## config.mk

```make
export PLATFORM = sky130hd
export DESIGN_NAME = mem_port_arbiter
export DESIGN_NICKNAME = d
export VERILOG_FILES = /design/src/rtl/mips_pipe_pkg.sv /design/src/rtl/arb_priority.sv /design/src/rtl/mem_port_arbiter.sv
export SDC_FILE = /design/constraint.sdc
export NUM_CORES = 1
export LEC_CHECK = 0
export ABC_AREA = 1
export BUFFER_PORTS_ARGS = -buffer_cell sky130_fd_sc_hd__buf_2
export CELL_PAD_IN_SITES_DETAIL_PLACEMENT = 0
export CELL_PAD_IN_SITES_GLOBAL_PLACEMENT = 1
export CORE_AREA = 3 3 134 136
export DETAILED_ROUTE_END_ITERATION = 10
export DIE_AREA = 0 0 137 139
export PLACE_DENSITY_LB_ADDON = 0.1
export RECOVER_POWER = 50
export SYNTH_ARGS = -nofsm -noshare
export SYNTH_HDL_FRONTEND = slang
export SYNTH_SLANG_ARGS = --single-unit
export TNS_END_PERCENT = 10
```

## constraint.sdc

```tcl
create_clock -name clk -period 1.4 [get_ports clk]
set_clock_uncertainty 0.2 [all_clocks]
set_input_delay 0.07 -clock clk [delete_from_list [all_inputs] [get_ports clk]]
set_output_delay 0.07 -clock clk [all_outputs]
set_load 0.05 [all_outputs]
```

## src/rtl/mips_pipe_pkg.sv

```systemverilog
// Shared types and defaults for the MIPS pipeline memory-port arbiter.
package mips_pipe_pkg;

  localparam int unsigned DEF_MEM_LAT    = 2;
  localparam int unsigned DEF_STARVE_MAX = 4;

  typedef enum logic [1:0] {IDLE, WAIT, RESP} stateT;
  typedef enum logic {OWN_IF, OWN_DM} ownerT;

endpackage

```

## src/rtl/arb_priority.sv

```systemverilog
// Fetch/data grant selection: data wins by default, fetch wins once it has
// waited through STARVE_MAX consecutive data grants.
module arb_priority
  import mips_pipe_pkg::*;
#(
  parameter int unsigned STARVE_MAX = DEF_STARVE_MAX
) (
  input  logic  clk,
  input  logic  reset,
  input  logic  ifReq,
  input  logic  dmReq,
  input  logic  issue,
  output ownerT grant
);

  localparam logic [3:0] STARVE_LIM = 4'(STARVE_MAX);

  logic [3:0] starveCnt;

  always_comb begin
    grant = OWN_IF;
    if (dmReq && (!ifReq || (starveCnt < STARVE_LIM))) grant = OWN_DM;
  end

  always_ff @(posedge clk or negedge reset) begin
    if (!reset) begin
      starveCnt <= '0;
    end else if (issue) begin
      if ((grant == OWN_IF) || !ifReq) starveCnt <= '0;
      else if (starveCnt < STARVE_LIM) starveCnt <= starveCnt + 4'd1;
    end
  end

endmodule

```

## src/rtl/mem_port_arbiter.sv

```systemverilog
// Single-port memory arbiter between instruction fetch and data access:
// issue in IDLE, wait MEM_LAT cycles, pulse the owner's done in RESP.
module mem_port_arbiter
  import mips_pipe_pkg::*;
#(
  parameter int unsigned DATA_W     = 32,
  parameter int unsigned MEM_LAT    = DEF_MEM_LAT,
  parameter int unsigned STARVE_MAX = DEF_STARVE_MAX
) (
  input  logic              clk,
  input  logic              reset,
  input  logic              if_req,
  input  logic [DATA_W-1:0] if_addr,
  output logic [DATA_W-1:0] if_rdata,
  output logic              if_done,
  input  logic              dm_req,
  input  logic              dm_we,
  input  logic [DATA_W-1:0] dm_addr,
  input  logic [DATA_W-1:0] dm_wdata,
  output logic [DATA_W-1:0] dm_rdata,
  output logic              dm_done,
  output logic              mem_en,
  output logic              mem_we,
  output logic [DATA_W-1:0] mem_addr,
  output logic [DATA_W-1:0] mem_wdata,
  input  logic [DATA_W-1:0] mem_rdata,
  output logic              hold_if,
  output logic              hold_mem,
  output logic              busy
);

  localparam logic [2:0] LAT = 3'(MEM_LAT);

  stateT      state;
  ownerT      owner;
  ownerT      grant;
  logic       ownerWe;
  logic [2:0] latCnt;
  logic       issue;

  // Gating with reset keeps the strobe quiet while reset is held, so the
  // first real issue lands on the first edge that sees reset released.
  assign issue = reset && (state == IDLE) && (if_req || dm_req);

  arb_priority #(
    .STARVE_MAX(STARVE_MAX)
  ) uArb (
    .clk  (clk),
    .reset(reset),
    .ifReq(if_req),
    .dmReq(dm_req),
    .issue(issue),
    .grant(grant)
  );

  always_comb begin
    mem_en    = issue;
    mem_we    = 1'b0;
    mem_addr  = '0;
    mem_wdata = '0;
    if (issue) begin
      if (grant == OWN_DM) begin
        mem_we    = dm_we;
        mem_addr  = dm_addr;
        mem_wdata = dm_wdata;
      end else begin
        mem_addr = if_addr;
      end
    end
  end

  always_ff @(posedge clk or negedge reset) begin
    if (!reset) begin
      state    <= IDLE;
      latCnt   <= '0;
      owner    <= OWN_IF;
      ownerWe  <= 1'b0;
      if_done  <= 1'b0;
      dm_done  <= 1'b0;
      if_rdata <= '0;
      dm_rdata <= '0;
    end else begin
      if_done <= 1'b0;
      dm_done <= 1'b0;
      unique case (state)
        IDLE: begin
          if (issue) begin
            state   <= WAIT;
            owner   <= grant;
            ownerWe <= (grant == OWN_DM) && dm_we;
            latCnt  <= 3'd1;
          end
        end
        WAIT: begin
          if (latCnt == LAT) begin
            latCnt <= '0;
            state  <= RESP;
            if (owner == OWN_IF) begin
              if_rdata <= mem_rdata;
              if_done  <= 1'b1;
            end else begin
              if (!ownerWe) dm_rdata <= mem_rdata;
              dm_done <= 1'b1;
            end
          end else begin
            latCnt <= latCnt + 3'd1;
          end
        end
        RESP:    state <= IDLE;
        default: state <= IDLE;
      endcase
    end
  end

  assign hold_if  = if_req & ~if_done;
  assign hold_mem = dm_req & ~dm_done;
  assign busy     = (state != IDLE);

endmodule
```

Word level (Yosys, flattened, before mapping)
Index checks and enable logic that the tools add are counted.
Cells by class
  reductions and logical operators: 18
  multipliers: 0
  add/sub/neg operators: 2
  mux-type cells: 21
  $lt $le $gt $ge: 1
  shift-type cells: 0
  equal/unequal tests: 4
  bitwise operators: 7
  div/mod/pow operators: 0
Operators by type and width (count)
  $mux 32: 4
  $mux 1: 9
  $mux 4: 2
  $reduce_and 2->1: 4
  $mux 3: 2
  $pmux 3 s2: 1
  $reduce_bool 2->1: 3
  $not 1->1: 5
  $add 4x1->4 const B: 1
  $logic_and 1x1->1: 4
  $lt 4x3->1 const B: 1
  $mux 2: 2
  $ne 2x2->1 const B: 2
  $pmux 2 s2: 1
  $reduce_and 4->1: 1
  $add 3x1->3 const B: 1
  $eq 3x2->1 const B: 1
  $logic_or 1x1->1: 3
  $reduce_and 3->1: 1
  $and 1x1->1: 2
  $eq 2x1->1 const B: 1
  $logic_not 2->1: 1
  $logic_not 1->1: 1
Word-level totals
  latch bits: 0
  input port bits: 133
  RAM bits: 0
  word-level logic and storage cells: 62
  ROM bits: 0
  memories kept: 0
  register bits: 77
  output and inout bits: 135

Longest topological paths before layout
  word-level depth: 8
  depth in mapped cells: 7
  gate-level depth less buffers: 6

Hierarchy
A second synthesis with hierarchy kept.
Second synthesis, totals
  cell total of the unflattened synthesis: 544
  area total of the unflattened synthesis: 4018.9 µm²
By module, submodules not included
  mem_port_arbiter: cells each 519, seq. area each 1826.8 µm², instances 1, area an instance 3817.4 µm²
  arb_priority: cells each 25, seq. area each 100.1 µm², instances 1, area an instance 201.4 µm²

Worst setup path after synthesis
Ideal clock, no wire load.
  path type: reg-to-output
  start point: register state[1]
  end point: output port mem_addr[23]
  path slack: -671 ps
  data arrival time: 1801 ps
  data required time: 1130 ps
  cell stages (with the launch flop): 7
  cells stage by stage: dfrtp_1 > nor2_2 > nand2_1 > nor2_4 > buf_4 > nand2_1 > nor2_1
Between the ends
  word-level cells in the longest chain between the ends: 4
RTL lines
  start: declaration: RTL line mem_port_arbiter.sv:34  | stateT state;
  start signal: assignment: RTL line mem_port_arbiter.sv:74  | state <= IDLE;
  start signal: assignment: RTL line mem_port_arbiter.sv:88  | state <= WAIT;
  start signal: assignment: RTL line mem_port_arbiter.sv:97  | state <= RESP;
  $logic_not 2->1: RTL line mem_port_arbiter.sv:43  | assign issue = reset && (state == IDLE) && (if_req || dm_req);
  $logic_and 1x1->1 (2 in series): RTL line mem_port_arbiter.sv:43
  named net mem_en: RTL line mem_port_arbiter.sv:22  | output logic mem_en,
  $mux 32: RTL line mem_port_arbiter.sv:61  | if (issue) begin
  end: declaration: RTL line mem_port_arbiter.sv:24  | output logic [DATA_W-1:0] mem_addr,
The timed path passes the listed nets, and every way through them passes these cells.

Worst setup path after layout
  start point: register state[0]
  end point: output port mem_wdata[14]
Between the ends
  word-level cells in the longest chain between the ends: 4
RTL lines
  $logic_not 2->1: RTL line mem_port_arbiter.sv:43
  $logic_and 1x1->1 (2 in series): RTL line mem_port_arbiter.sv:43
  $mux 32: RTL line mem_port_arbiter.sv:61
  end: declaration: RTL line mem_port_arbiter.sv:25  | output logic [DATA_W-1:0] mem_wdata,
No other way between the ends.

==> results.json <==
{
  "status": "finished, violations left",
  "violations": "hold timing, setup timing",
  "cts_root_buf": "clkbuf_16",
  "ff2ff_setup_slack_ns": -0.08,
  "synth-edff-count": 0,
  "ir_drop_uv": 1460,
  "synth_seq_area_share_pct": 44.0,
  "core.rowCount": 48,
  "synth-compound-area-share_pct": 4.66,
  "switching_power_mw": 9.13,
  "r2r_cells": 6,
  "clk_pin_slew_ns": 0.06,
  "diodes": 0,
  "htreeDepth": 3,
  "route.detailed.drc": 0,
  "yosys_warnings": 0,
  "crit_family": "simple AND/OR/NAND/NOR gates",
  "internal_power_mw": 7.80,
  "switching_share_pct": 53.9,
  "ys_ff_latch": 77,
  "grt_usage_pct": 16.7,
  "cts.sinks": 77,
  "path_cells": "nor2_2, nand2_2, nor2_4, nand2_4, clkbuf_16, nor2_4, buf_8",
  "fin_util_pct": 46.2,
  "clkPwrFrac_pct": 14.9,
  "synthCells": 609,
  "use_met3_pct": 4.14,
  "place_hpwl_um": 12200,
  "end_kind": "primary output",
  "clockBufferDepth": 2,
  "syn-mean-instance-area_um2": 7.19,
  "setup_viol": 143,
  "dr.pass1.iters": 4,
  "synthesis.nets": 743,
  "rsz0062_at_grt": "true",
  "period_needed_ns": 1.99,
  "crit_required_ns": 1.13,
  "area_growth_pct": 79.9,
  "fmax_ghz": 0.502,
  "die_area_mm2": 0.0190,
  "numCtsBuffers": 9,
  "grt_max_degree": 79,
  "place.gp.congestion": 0.764,
  "final_common_cell": "buf_2",
  "path_class": "reg -> out",
  "grt.met1_usage_pct": 19.1,
  "synth_top_family_by_area": "simple AND/OR/NAND/NOR gates",
  "cp.depth": 7,
  "drive_gt1_share_pct": 45.2,
  "grt_pass1_vias": 5047,
  "io_buffers": 267,
  "nets": 1060,
  "critPathMostFrequentCell": "nor2_4",
  "vias_per_cell": 4.49,
  "hold_ws_ns": -0.0639,
  "core_mm2": 0.0171,
  "start_util_pct": 25.7,
  "slowest_stage": "dfrtp_1",
  "yosys-mux-area-fraction_pct": 0,
  "powerDensity_mw_per_mm2": 2150,
  "grt_use_met2_pct": 30.1,
  "io_pins": 268,
  "synthSimpleGateAreaFrac_pct": 37.9,
  "die_x_um": 137,
  "p_seq_share_pct": 23.0,
  "routedWlPerCell_um": 14.5,
  "critical_path_arrival_ns": 1.72,
  "vias": 5190,
  "cts_hold_buf": 34,
  "slew_violations": 0,
  "drt_iter0_drc": 175,
  "layout_common_cells": "buf_2 (197), nand2_1 (176), dfrtp_1 (76), inv_1 (72)",
  "power_mw": 16.9,
  "post_synth_fa_ha_maj_area_fraction_pct": 0.286,
  "worstSetupStartpointType": "flop",
  "relSlewSlack_pct": 27.2,
  "grt-busiest-layer": "met2",
  "combPwrFrac_pct": 62.1,
  "place_ws_ns": -0.362,
  "max-cap-violations": 0,
  "cp_max_fo": 7,
  "finalHoldViolations": 78,
  "grt_antenna_before_repair": 1,
  "synth_cell_type_count": 21,
  "tightest_slew_ns": 1.09,
  "fin_ws_ns": -0.591,
  "async_reset_ff_share_pct": 100,
  "grt_pass1_wl_um": 25900,
  "detail-route-antenna-nets": 0,
  "wirelength_um": 16700,
  "critPathBufInv": 2,
  "ys.flop_type": "dfrtp_1",
  "max_stage_delay_ns": 0.38,
  "p_leak_nw": 4.19,
  "synthXorXnorAreaFrac_pct": 0.200,
  "die_height_um": 139,
  "syn_area_mm2": 0.00438,
  "fin_crit_sh_pct": 142,
  "tritoncts": "yes",
  "gr-total-overflow": 0,
  "clk_latency_ns": 0.33,
  "hp-class": "in -> async"
}
registers in the layout, summed over array words and instances, names as in the netlist:
register,flops
if_rdata,32
uArb.starveCnt,4
ownerWe,1
owner,1
if_done,1
dm_rdata,32
latCnt,3
dm_done,1
state,2
metrics by stage:
step	std cells	hold slack, ns	cell area [µm²]	setup TNS (ns)
final	1156	-0.0639	7880	-40.13
after global placement	1101	-0.0451	6710	-22.79
after global routing	1156	0.0271	7880	-55.03
after CTS	1151	-0.402	7730	-41.52
after detailed placement	1101	-0.0471	6710	-24.36
after floorplan	609	-0.426	4840	-16.66
worst paths after layout:
check | startpoint | to
max | state[0]$_DFFE_PN0P_ | mem_wdata[14]
min in group clk | if_req | uArb.starveCnt[0]$_DFFE_PN0P_
max reg2reg | state[1]$_DFFE_PN0P_ | dm_rdata[4]$_DFFE_PN0P_
max in group asynchronous | reset | latCnt[1]$_DFFE_PN0P_
min | reset | if_done$_DFF_PN0_
min reg2reg | if_rdata[15]$_DFFE_PN0P_ | if_rdata[15]$_DFFE_PN0P_
power by group through the flow:
stage	clock network [mW]	registers, mW	logic, mW
6_report	2.52	3.89	10.5
3_3_place_gp	0	3.89	9.98
3_5_place_dp	0	3.90	10.0
5_1_grt	2.72	4.04	11.2
4_1_cts	2.59	3.90	10.5
2_1_floorplan	0	7.26	3.76
Yosys cell counts (2+ instances only):
master,instances,share of area [%]
clkbuf_1,17,1.5
buf_2,16,1.8
nand3_2,2,0.46
dfrtp_1,77,44
inv_1,76,6.5
nand3_1,40,4.6
nand4_1,66,9.4
a21oi_1,33,3.8
nor2_1,64,5.5
nor2_4,3,0.77
buf_6,8,2.1
o21ai_0,5,0.57
nor2_2,11,1.6
buf_4,6,1.0
nand2_1,179,15
metal layers:
metal | part of all wire, % | wire length [µm] | vias up
met4 | 1.5 | 257 | 2
met5 | 0.066 | 11 | -
met2 | 51 | 8520 | 174
met3 | 8.8 | 1470 | 20
li1 | - | - | 2582
met1 | 39 | 6470 | 2412
logic make-up (layout without fill, tap and decap cells):
logic type | Yosys count | count (layout)
compound gates | 40 | 40
xor+xnor | 1 | 1
fa+ha+maj | 1 | 1
buf+inv | 124 | 446
flops | 77 | 77
simple gates | 366 | 366
final cells by class:
type                       count  area, µm²
clock buffer                   9        225
clock inverter                 7        100
fill                        1738       9180
inverter                      77        289
multi-input combinational    408       2370
sequential                    77       1930
tap                          225        282
timing repair buffer         353       2680
what timing repair did:
item,CTS,global route
hold endpoints to repair,143,77
gates resized for setup,122,27
cloned,0,2
setup buffers,0,3
endpoints found under the setup margin,142,143
pin swaps,49,7
(Power assumes the default switching activity.)
